--- config.mk ---
export PLATFORM = sky130hd
export DESIGN_NAME = tt_sweep_capture
export DESIGN_NICKNAME = d
export VERILOG_FILES = /design/src/rtl/tt_sweep_capture.sv
export SDC_FILE = /design/constraint.sdc
export NUM_CORES = 1
export LEC_CHECK = 0
export CAP_MARGIN = 20
export CORE_MARGIN = 2
export CORE_UTILIZATION = 35
export CTS_CLUSTER_SIZE = 10
export DETAILED_ROUTE_END_ITERATION = 12
export GPL_ROUTABILITY_DRIVEN = 0
export GPL_TIMING_DRIVEN = 0
export PLACE_DENSITY = 0.63
export SETUP_SLACK_MARGIN = 0.4
export SLEW_MARGIN = 40
export SYNTH_ARGS = -nofsm -noshare
export SYNTH_HDL_FRONTEND = slang
export SYNTH_SLANG_ARGS = --single-unit
--- constraint.sdc ---
create_clock -name clk -period 1.9 [get_ports clk]
set_input_delay 0.38 -clock clk [delete_from_list [all_inputs] [get_ports clk]]
set_output_delay 0.38 -clock clk [all_outputs]
set_load 0.01 [all_outputs]
--- src/rtl/tt_sweep_capture.sv ---
// Sweep harness around a 7-input combinational function: walks x through all 128 patterns,
// captures fn_out into a 128-bit truth table with its onset count, and hands it off via valid/ready.
module tt_sweep_capture #(
  parameter int unsigned LAT   = 0,
  parameter int unsigned CNT_W = 8
) (
  input  logic             clk,
  input  logic             rst_n,
  input  logic             i_start,
  output logic [6:0]       o_x,
  input  logic             i_fn_out,
  output logic             o_busy,
  output logic [127:0]     o_tt,
  output logic [CNT_W-1:0] o_ones,
  output logic             o_tt_valid,
  input  logic             i_tt_ready
);

  typedef enum logic [1:0] {
    StIdle,
    StSweep,
    StDrain,
    StDone
  } state_e;

  localparam logic [2:0] DrainLast = (LAT > 0) ? 3'(LAT - 1) : 3'd0;

  state_e           r_state;
  logic [6:0]       r_x;
  logic [6:0]       r_cap_idx;
  logic [2:0]       r_drain;
  logic [127:0]     r_tt;
  logic [CNT_W-1:0] r_ones;
  logic             r_busy;
  logic             r_tt_valid;

  logic w_start_acc;
  logic w_launch;
  logic w_cap_en;

  assign w_start_acc = (r_state == StIdle) && i_start;
  // Every SWEEP cycle presents exactly one pattern on x.
  assign w_launch    = (r_state == StSweep);

  // Capture-enable line: a launch reaches the capture point LAT cycles later.
  if (LAT == 0) begin : g_no_line
    assign w_cap_en = w_launch;
  end else begin : g_line
    logic [LAT-1:0] r_cap_line;

    always_ff @(posedge clk or negedge rst_n) begin
      if (!rst_n) begin
        r_cap_line <= '0;
      end else if (w_start_acc) begin
        r_cap_line <= '0;
      end else begin
        r_cap_line[0] <= w_launch;
        for (int i = 1; i < int'(LAT); i++) begin
          r_cap_line[i] <= r_cap_line[i-1];
        end
      end
    end

    assign w_cap_en = r_cap_line[LAT-1];
  end

  always_ff @(posedge clk or negedge rst_n) begin
    if (!rst_n) begin
      r_state    <= StIdle;
      r_x        <= '0;
      r_cap_idx  <= '0;
      r_drain    <= '0;
      r_tt       <= '0;
      r_ones     <= '0;
      r_busy     <= 1'b0;
      r_tt_valid <= 1'b0;
    end else begin
      // Capture runs off the delayed launch line, independent of where x currently is.
      if (w_cap_en) begin
        r_tt[r_cap_idx] <= i_fn_out;
        r_ones          <= r_ones + CNT_W'(i_fn_out);
        r_cap_idx       <= r_cap_idx + 7'd1;
      end

      unique case (r_state)
        StIdle: begin
          if (i_start) begin
            r_state   <= StSweep;
            r_x       <= '0;
            r_cap_idx <= '0;
            r_drain   <= '0;
            r_tt      <= '0;
            r_ones    <= '0;
            r_busy    <= 1'b1;
          end
        end

        StSweep: begin
          if (r_x == 7'd127) begin
            if (LAT == 0) begin
              r_state    <= StDone;
              r_busy     <= 1'b0;
              r_tt_valid <= 1'b1;
            end else begin
              r_state <= StDrain;
              r_drain <= '0;
            end
          end else begin
            r_x <= r_x + 7'd1;
          end
        end

        StDrain: begin
          if (r_drain == DrainLast) begin
            r_state    <= StDone;
            r_busy     <= 1'b0;
            r_tt_valid <= 1'b1;
          end else begin
            r_drain <= r_drain + 3'd1;
          end
        end

        StDone: begin
          if (i_tt_ready) begin
            r_state    <= StIdle;
            r_tt_valid <= 1'b0;
          end
        end

        default: begin
          r_state <= StIdle;
        end
      endcase
    end
  end

  assign o_x        = r_x;
  assign o_busy     = r_busy;
  assign o_tt       = r_tt;
  assign o_ones     = r_ones;
  assign o_tt_valid = r_tt_valid;

endmodule

# Yosys cells after proc, flatten, opt, wreduce, memory -nomap -nowiden
# Index checks and enable logic that the tools add are counted.
word_totals:
  regBits: 157
  latchBits: 0
  ramBits: 0
  rom_bits: 0
  out_inout_bits: 145
  word_cells: 67
  mem_count: 0
op_classes:
  add_sub_neg: 4
  multipliers: 0
  n_div: 0
  order_cmp: 2
  eq_ne: 10
  shifts: 0
  mux: 31
  n_bitwise: 0
  reduce_logical: 12
op_table:
  columns: ["op", "n"]
  rows:
  - ["2-to-1 mux 128 bit", 3]
  - ["bitwise mux 128 bit", 1]
  - ["2-to-1 mux 7 bit", 5]
  - ["2-to-1 mux 8 bit", 3]
  - ["adder 7 x 1 -> 7 bit, second input constant", 2]
  - ["case mux 7 bit (2 select lines)", 1]
  - ["AND reduction 4 bit", 3]
  - ["!= test 2 bit, second input constant", 5]
  - ["adder 8 x 1 -> 8 bit", 1]
  - ["< comparator 7 x 8 -> 1 bit, second input constant", 1]
  - ["2-to-1 mux 2 bit", 4]
  - ["case mux 2 bit (4 select lines)", 1]
  - ["demux 1 bit (select 7 bit)", 1]
  - ["equality test 7 bit, second input constant", 1]
  - [">= comparator 7 x 1 -> 1 bit, second input constant", 1]
  - ["2-to-1 mux 1 bit", 7]
  - ["2-to-1 mux 3 bit", 2]
  - ["case mux 1 bit (3 select lines)", 2]
  - ["case mux 3 bit (2 select lines)", 1]
  - ["AND reduction 3 bit", 2]
  - ["nonzero test 3 bit", 2]
  - ["equality test 2 bit, second input constant", 2]
  - ["nonzero test 2 bit", 2]
  - ["adder 3 x 1 -> 3 bit, second input constant", 1]
  - ["other kinds (5)", 5]

# Longest topological paths before layout
# Gate-level depths: netlist of run 1.
depth:
  word_depth: 8
  ltp_mapped: 8
  mapped_depth_nobuf: 6

# Worst setup path before layout of run 1
# Ideal clock, no wire load.
synth_path:
  path_kind: "flip-flop to flip-flop"
  startpoint: "register r_x[0], in the netlist o_x[0]"
  endpoint: "register r_x[5], in the netlist o_x[5]"
  setup_time_ps: 101
  arrival_time_ps: 1818
  setup_slack_ps: -19
  stages_incl_launch_ff: 6
  n_path_buf: 0
  cell_sequence: "dfrtp_1 -> ha_1 -> nand3_1 -> or3b_2 -> mux2i_1 -> nor4_1"
synth_via:
  elab_chain_len: 3
  elab_cells_between_ends: 6
  cone_classes: "1 x add/sub; 2 x eq/ne; 2 x mux; 1 x reduce/logical"
synth_lines:
  columns: ["element", "line", "text"]
  rows:
  - ["start: declaration", "29", "logic [6:0] r_x;"]
  - ["start signal: assignment", "109", "r_x <= r_x + 7'd1;"]
  - ["adder 7 x 1 -> 7 bit or equality test 7 bit (tied branches)", "109, 99", null]
  - ["2-to-1 mux 7 bit or != test 2 bit (tied branches)", null, null]
  - ["case mux 7 bit (2 select lines) or AND reduction 3 bit (tied branches)", null, null]
# Several ways; a longest one is shown, not always the timed one. The select of a mux whose other input is x is not followed.
# A chain may end at the register's enable or synchronous reset.

# Worst setup path in the final report of run 1
layout_path:
  startpoint: "register r_cap_idx[4]"
  endpoint: "register r_tt[84], in the netlist o_tt[84]"
layout_via:
  elab_chain_len: 8
  elab_cells_between_ends: 9
  cone_classes: "2 x order compare; 6 x mux; 1 x reduce/logical"
layout_lines:
  columns: ["element", "line", "text"]
  rows:
  - ["start: declaration", "30", "logic [6:0] r_cap_idx;"]
  - ["start signal: assignment", "82", "r_cap_idx <= r_cap_idx + 7'd1;"]
  - ["< comparator 7 x 8 -> 1 bit (implied by the code) or >= comparator 7 x 1 -> 1 bit (tied branches)", "80", "r_tt[r_cap_idx] <= i_fn_out;"]
  - ["logical AND 1 bit (implied by the code)", "80", null]
  - ["2-to-1 mux 1 bit (implied by the code)", "80", null]
  - ["demux 1 bit (select 7 bit) *", "80", null]
  - ["bitwise mux 128 bit *", "80", null]
  - ["2-to-1 mux 128 bit *", "79", "if (w_cap_en) begin"]
  - ["2-to-1 mux 128 bit", "87", "if (i_start) begin"]
  - ["2-to-1 mux 128 bit *", "85", "unique case (r_state)"]
  - ["end signal: indexed assignment", "80", null]
  - ["end: declaration", "32", "logic [127:0] r_tt;"]
# Every way passes the cells marked *; elsewhere a longest branch is shown, timed or not.

==> metrics.txt, run 1 <==
worst endpoint required time ~2.2 ns; power per cell area 598 nW/um^2; # nets final between 1000 and 1500; Crit Path Category reg -> reg; status completed; drt first pass iters 6; IO Port Bufs 148; Area growth, synth to finish 76.6%; crit path capture type flip-flop; delay of the slowest cell on the worst path between 0.4 and 0.5 ns; VDD IR max around 0.64 mV; Setup WS post-layout between 0.02 and 0.03 ns; CTS root buffer clkbuf_16; commonest non-fill, non-tap cell in the layout dfrtp_1; Main synth FF type dfrtp_1; Initial Util 35.8%; CP cell instances buf_6 -> nor2b_4 -> nand2_2 -> o21ai_0 -> a21oi_1; Core Region 21000 um^2; Post-DP HPWL 18.8 mm; post-synth design cell area between 7000 and 8000 um^2; Synth Net Count between 800 and 900; Row Count 53; pre-CTS WS -0.378 ns; share of layout cells above drive strength 1 a little under two fifths; Synth Instances about 820; CTS tree yes; Wirelength per Cell about 25 um; Boundary Pins 150; Skew-Pair Late Insertion Delay between 0.4 and 0.5 ns; first-pass GRT wire length a little under 50 mm; post-route core utilization ~63%; vias in the first global route slightly above 8000; Yosys warnings 0; DR vias/cell 6.22; Post-DRT Antenna Nets 0; Synth Register Bits about 160; Avg Inst Size Synth roughly 9.2 um^2; antenna violations before repair 0; final hold vios 0; largest net degree at the start of global routing 70; crit path max fanout 10; crit path DAT between 2 and 2.5 ns; Clock Pin Slew Worst Setup and Hold Paths ~0.07 ns; overall die width between 150 and 200 um; Least-Margin Pin Slew 0.610 ns; Leakage Power slightly above 5 nW; total of max-cap violations 0; Hold Crit Class in -> async; Post-Route WL between 30 and 40 mm; relative slew slack between 50% and 60%; most frequent cells in the layout 147 x dfrtp_1, 110 x nand3_1, 86 x a21oi_1; clk buf depth 2; CP startpoint kind flip-flop; final period utilization between 90% and 100%; FF+latch area 3940 um^2; GRT Total Usage just under 30%; Highest Clock Rate 534 MHz; H-tree Lvls 4; Fillers about 1500; Crit-path slowest cell dfrtp_1; CTS Sinks approximately 160; Synth cell types 47; drt drc 0; Die Height ~150 um; RSZ-0062 raised after global routing yes; Final setup viols 0; fin crit period between 1.5 and 2 ns; Congestion Overflow GR 0; final hold slack about 0.36 ns; starting DRC count in detailed routing 868; part of the Yosys area used for sequential elements 52.3%; Pins Over Slew Limit 0; area of the multi-input gates ~4500 um^2; worst clock skew about 0.01 ns; routed via count around 8600; CTS buffer count 17; area of the die between 20000 and 25000 um^2; async set-reset flop share out of synthesis 100%; EDFF count, synth 0; setup TNS 0 ns; ANT cells 0
==> synthesized netlist by cell type (all sizes together), types with 2 or more instances <==
cell type / count / area (um^2)
nor2b: 8 / 50.1
nand2: 28 / 108
nand3: 139 / 701
nand4: 9 / 71.3
nor4: 5 / 43.8
and2: 2 / 12.5
a221o: 3 / 30.0
dfrtp: 157 / 3930
nor3: 15 / 115
nand2b: 11 / 76.3
xor2: 8 / 70.1
o2111ai: 3 / 26.3
and3: 3 / 18.8
mux2i: 19 / 190
inv: 10 / 37.5
clkbuf: 31 / 116
nor2: 50 / 200
a31oi: 2 / 12.5
a21oi: 126 / 631
or3: 3 / 18.8
ha: 11 / 138
o21ai: 126 / 642
buf: 32 / 160
==> cell type report <==
| class | instances | share of cell area (%) |
|---|---|---|
| flip-flops and latches | 157 | 29.7 |
| well taps | 275 | 2.59 |
| plain buffers | 63 | 6.25 |
| clock inverters | 14 | 1.29 |
| inverters | 10 | 0.302 |
| clock buffers | 18 | 3.23 |
| multi-input cells | 586 | 34.0 |
| repair buffers | 255 | 22.7 |
==> layer usage <==
metal | GRT usage [%] | share of wire, %
met2 | 44.4 | 46
met4 | 18.0 | 6.7
met3 | 8.94 | 11
met5 | 0 | 0
met1 | 36.3 | 36
==> path summary, 6_finish.rpt <==
kind	start	end	slack, ns	cells after the start
max in group asynchronous	rst_n	o_tt[21]$_DFF_PN0_	0.59	4
setup / recovery	r_cap_idx[4]$_DFF_PN0_	o_tt[84]$_DFF_PN0_	0.03	5
hold / removal	rst_n	o_ones[6]$_DFF_PN0_	0.36	2
min in group clk	o_tt_valid$_DFFE_PN0P_	o_tt_valid$_DFFE_PN0P_	0.52	1
setup reg to reg	r_cap_idx[4]$_DFF_PN0_	o_tt[84]$_DFF_PN0_	0.03	5
hold reg to reg	o_tt_valid$_DFFE_PN0P_	o_tt_valid$_DFFE_PN0P_	0.52	1
==> kinds of logic after synthesis <==
logic type | Yosys count | synth area share (%)
fa+ha+maj | 11 | 1.83
mux | 20 | 2.68
compound gates | 268 | 18.8
flops | 157 | 52.3
buf+inv | 73 | 4.18
simple gates | 278 | 19.4
xor+xnor | 8 | 0.932
==> critical path, delay by kind of cell, from the launching register on <==
family	cells	cell delay (ns)
AO/OA/AOI/OAI	2	0.44
AND/OR/NAND/NOR	2	0.59
flip-flops	1	0.45
buffers and inverters	1	0.24
==> where the power goes <==
part	internal, mW	total (mW)	switching (mW)
Clock	1.99	3.60	1.61
Combinational	0.348	0.753	0.405
Sequential	3.47	3.59	0.118
==> timing repair <==
action,in CTS,in global routing
pin swaps,49,62
setup endpoints to repair,302,297
gates resized for setup,381,258
hold buffers,1,0
hold endpoints to repair,21,0
setup buffers,56,22
gates cloned,22,5
==> sequential cells by signal, summed over array words and instances (netlist names) <==
name / flops
o_busy: 1
r_state: 2
o_ones: 8
r_cap_idx: 7
r_drain: 3
o_tt: 128
o_tt_valid: 1
o_x: 7
==> stage by stage <==
| step | total power [mW] | cell area, um^2 | std cells |
|---|---|---|---|
| detailed placement | 4.34 | 9610 | 1240 |
| global route | 8.14 | 13300 | 1378 |
| global placement | 4.32 | 9550 | 1238 |
| CTS | 7.83 | 12100 | 1351 |
| floorplan | 3.90 | 7720 | 815 |
| finish | 7.94 | 13300 | 1378 |
(Power assumes the default switching activity.)
==> run 2: changes to the inputs <==
==> constraint.sdc (replaced) <==
create_clock -name clk -period 1.9 [get_ports clk]
set_input_delay 0.38 -clock clk [delete_from_list [all_inputs] [get_ports clk]]
set_output_delay 0.38 -clock clk [all_outputs]
set_load 0.02 [all_outputs]
==> metrics.txt, run 2 (synthesis gave the netlist of run 1 again) <==
status completed; IO Port Bufs 148 (unchanged); Clock Pin Slew Worst Setup and Hold Paths 0.07 ns (about the same); GRT Total Usage 26.7% (-2.5 points); Row Count 53 (unchanged); starting DRC count in detailed routing 958 (+10%); Pins Over Slew Limit 0 (unchanged); Crit Path Category reg -> reg; H-tree Lvls 4 (unchanged); Core Region 21000 um^2 (unchanged); antenna violations before repair 0 (unchanged); final hold vios 0 (unchanged); Wirelength per Cell 24.8 um (-2.5%); Die Height 151 um (unchanged); routed via count 8322 (-3.0%); vias in the first global route 7602 (-6.6%); CTS root buffer clkbuf_16; area of the die 22700 um^2 (unchanged); share of layout cells above drive strength 1 51.8% (+14 points); R2R Path Start r_cap_idx[2]$_DFF_PN0_; reg-to-reg endpoint o_tt[39]$_DFF_PN0_; R2R Setup Slk 0.15 ns (+0.12 ns); Skew-Pair Late Insertion Delay 0.45 ns (about the same); drt first pass iters 7 (+1); worst endpoint required time 2.26 ns (+0.05 ns); power per cell area 651 nW/um^2 (+8.9%); total of max-cap violations 0 (unchanged); setup TNS 0 ns (unchanged); clk buf depth 2 (unchanged); worst clock skew 0.0117 ns (+0.00171 ns); Final setup viols 0 (unchanged); Post-DRT Antenna Nets 0 (unchanged); CTS buffer count 17 (unchanged); crit path capture type flip-flop; Least-Margin Pin Slew 0.532 ns (-0.0779 ns); first-pass GRT wire length 45.1 mm (-8.4%); drt drc 0 (unchanged); commonest non-fill, non-tap cell in the layout clkbuf_2; CP startpoint kind flip-flop; Crit-path slowest cell dfrtp_2; reg2reg path depth 6 (+1); CP cell instances buf_6 -> nand2_1 -> nor2_1 -> buf_4 -> nand3_1 -> a21oi_1; Hold Crit Class in -> async; crit path max fanout 11 (+1); overall die width 151 um (unchanged); Congestion Overflow GR 0 (unchanged); fin crit period 1.75 ns (-0.121 ns); Setup WS post-layout 0.148 ns (+0.121 ns); most frequent cells in the layout 150 x clkbuf_2, 146 x dfrtp_1, 102 x nand3_1; CTS Sinks 157 (unchanged); pre-CTS WS -0.424 ns (-0.0461 ns); Highest Clock Rate 571 MHz (+6.9%); Post-DP HPWL 19.0 mm (+0.87%); Initial Util 35.8% (unchanged); Boundary Pins 150 (unchanged); Area growth, synth to finish 62.1%; delay of the slowest cell on the worst path 0.46 ns (about the same); CTS tree yes; max FFs per register 128 (unchanged); ANT cells 0 (unchanged); DR vias/cell 6.11 (-1.9%); VDD IR max 0.714 mV (+11%); # nets final 1091 (-1.4%); crit path DAT 2.11 ns (-0.08 ns); largest net degree at the start of global routing 58 (-17%); Fillers 1701 (+10%); Post-Route WL 33.8 mm (-3.6%); RSZ-0062 raised after global routing yes; relative slew slack 64.5% (+5.2 points); final period utilization 92.2% (-6.4 points); Leakage Power 4.84 nW (-6.8%)
==> run 2: worst max-delay path, delay by kind of cell (launching register included) <==
kind,cells,cell delay [ns]
AO/OA/AOI/OAI,1,0.19
buffers and inverters,2,0.45
flip-flops,1,0.46
AND/OR/NAND/NOR,3,0.55
==> run 2: how the worst max path moves through the flow <==
| stage | startpoint | to | slack, ns | depth (start not counted) |
|---|---|---|---|---|
| floorplan | o_x[0]$_DFFE_PN0P_ | o_x[5]$_DFFE_PN0P_ | 0.36 | 5 |
| global placement | rst_n | o_x[1]$_DFFE_PN0P_ | -6.95 | 1 |
| detailed placement | i_fn_out | o_tt[6]$_DFF_PN0_ | -0.42 | 5 |
| CTS | r_state[1]$_DFFE_PN0P_ | o_tt[102]$_DFF_PN0_ | 0.26 | 8 |
| global route | r_state[1]$_DFFE_PN0P_ | o_tt[65]$_DFF_PN0_ | 0.08 | 8 |
| finish | r_cap_idx[2]$_DFF_PN0_ | o_tt[39]$_DFF_PN0_ | 0.15 | 6 |
==> run 2: routing by layer <==
layer	track usage (%)	routed length [um]	share of wire, %
met1	34.4	12600	37
met2	41.2	15500	46
met3	6.88	3650	11
met4	14.0	2050	6.1
met5	0	0	0
==> run 2: layout make-up <==
cell class,instances,area (um^2),area share (%)
clock inverter,15,175,1.44
clock buffer,17,425,3.49
sequential,157,3940,32.4
inverter,10,37.5,0.308
timing repair buffer,240,1890,15.5
tap,275,344,2.82
buffer,63,802,6.58
multi-input combinational,586,4570,37.5
==> run 2: what timing repair did <==
action / 4_1_cts / 5_1_grt
pin swaps: 40 / 68
buffers inserted: 40 / 30
hold endpoints to repair: 44 / 0
endpoints found under the setup margin: 301 / 296
cloned: 5 / 15
gates resized for setup: 386 / 550
hold buffers: 1 / 0
==> run 2: where the power goes <==
part	switching [mW]	total, mW	internal, mW	leakage, nW
clock network	1.61	3.59	1.98	0.297
logic	0.491	0.764	0.273	2.91
registers	0.112	3.58	3.47	1.63
==> run 2: metrics by stage <==
step                util, %  cell area [um^2]  cells  hold slack, ns  total power, mW
global placement       45.5              9570   1238           0.505             4.42
detailed placement     45.8              9630   1240           0.307             4.44
finish                 58.0             12200   1363           0.425             7.94
CTS                    53.4             11200   1318           0.436             7.92
floorplan                 -              7740    815          0.0844             4.00
global route           58.0             12200   1363           0.447             8.19
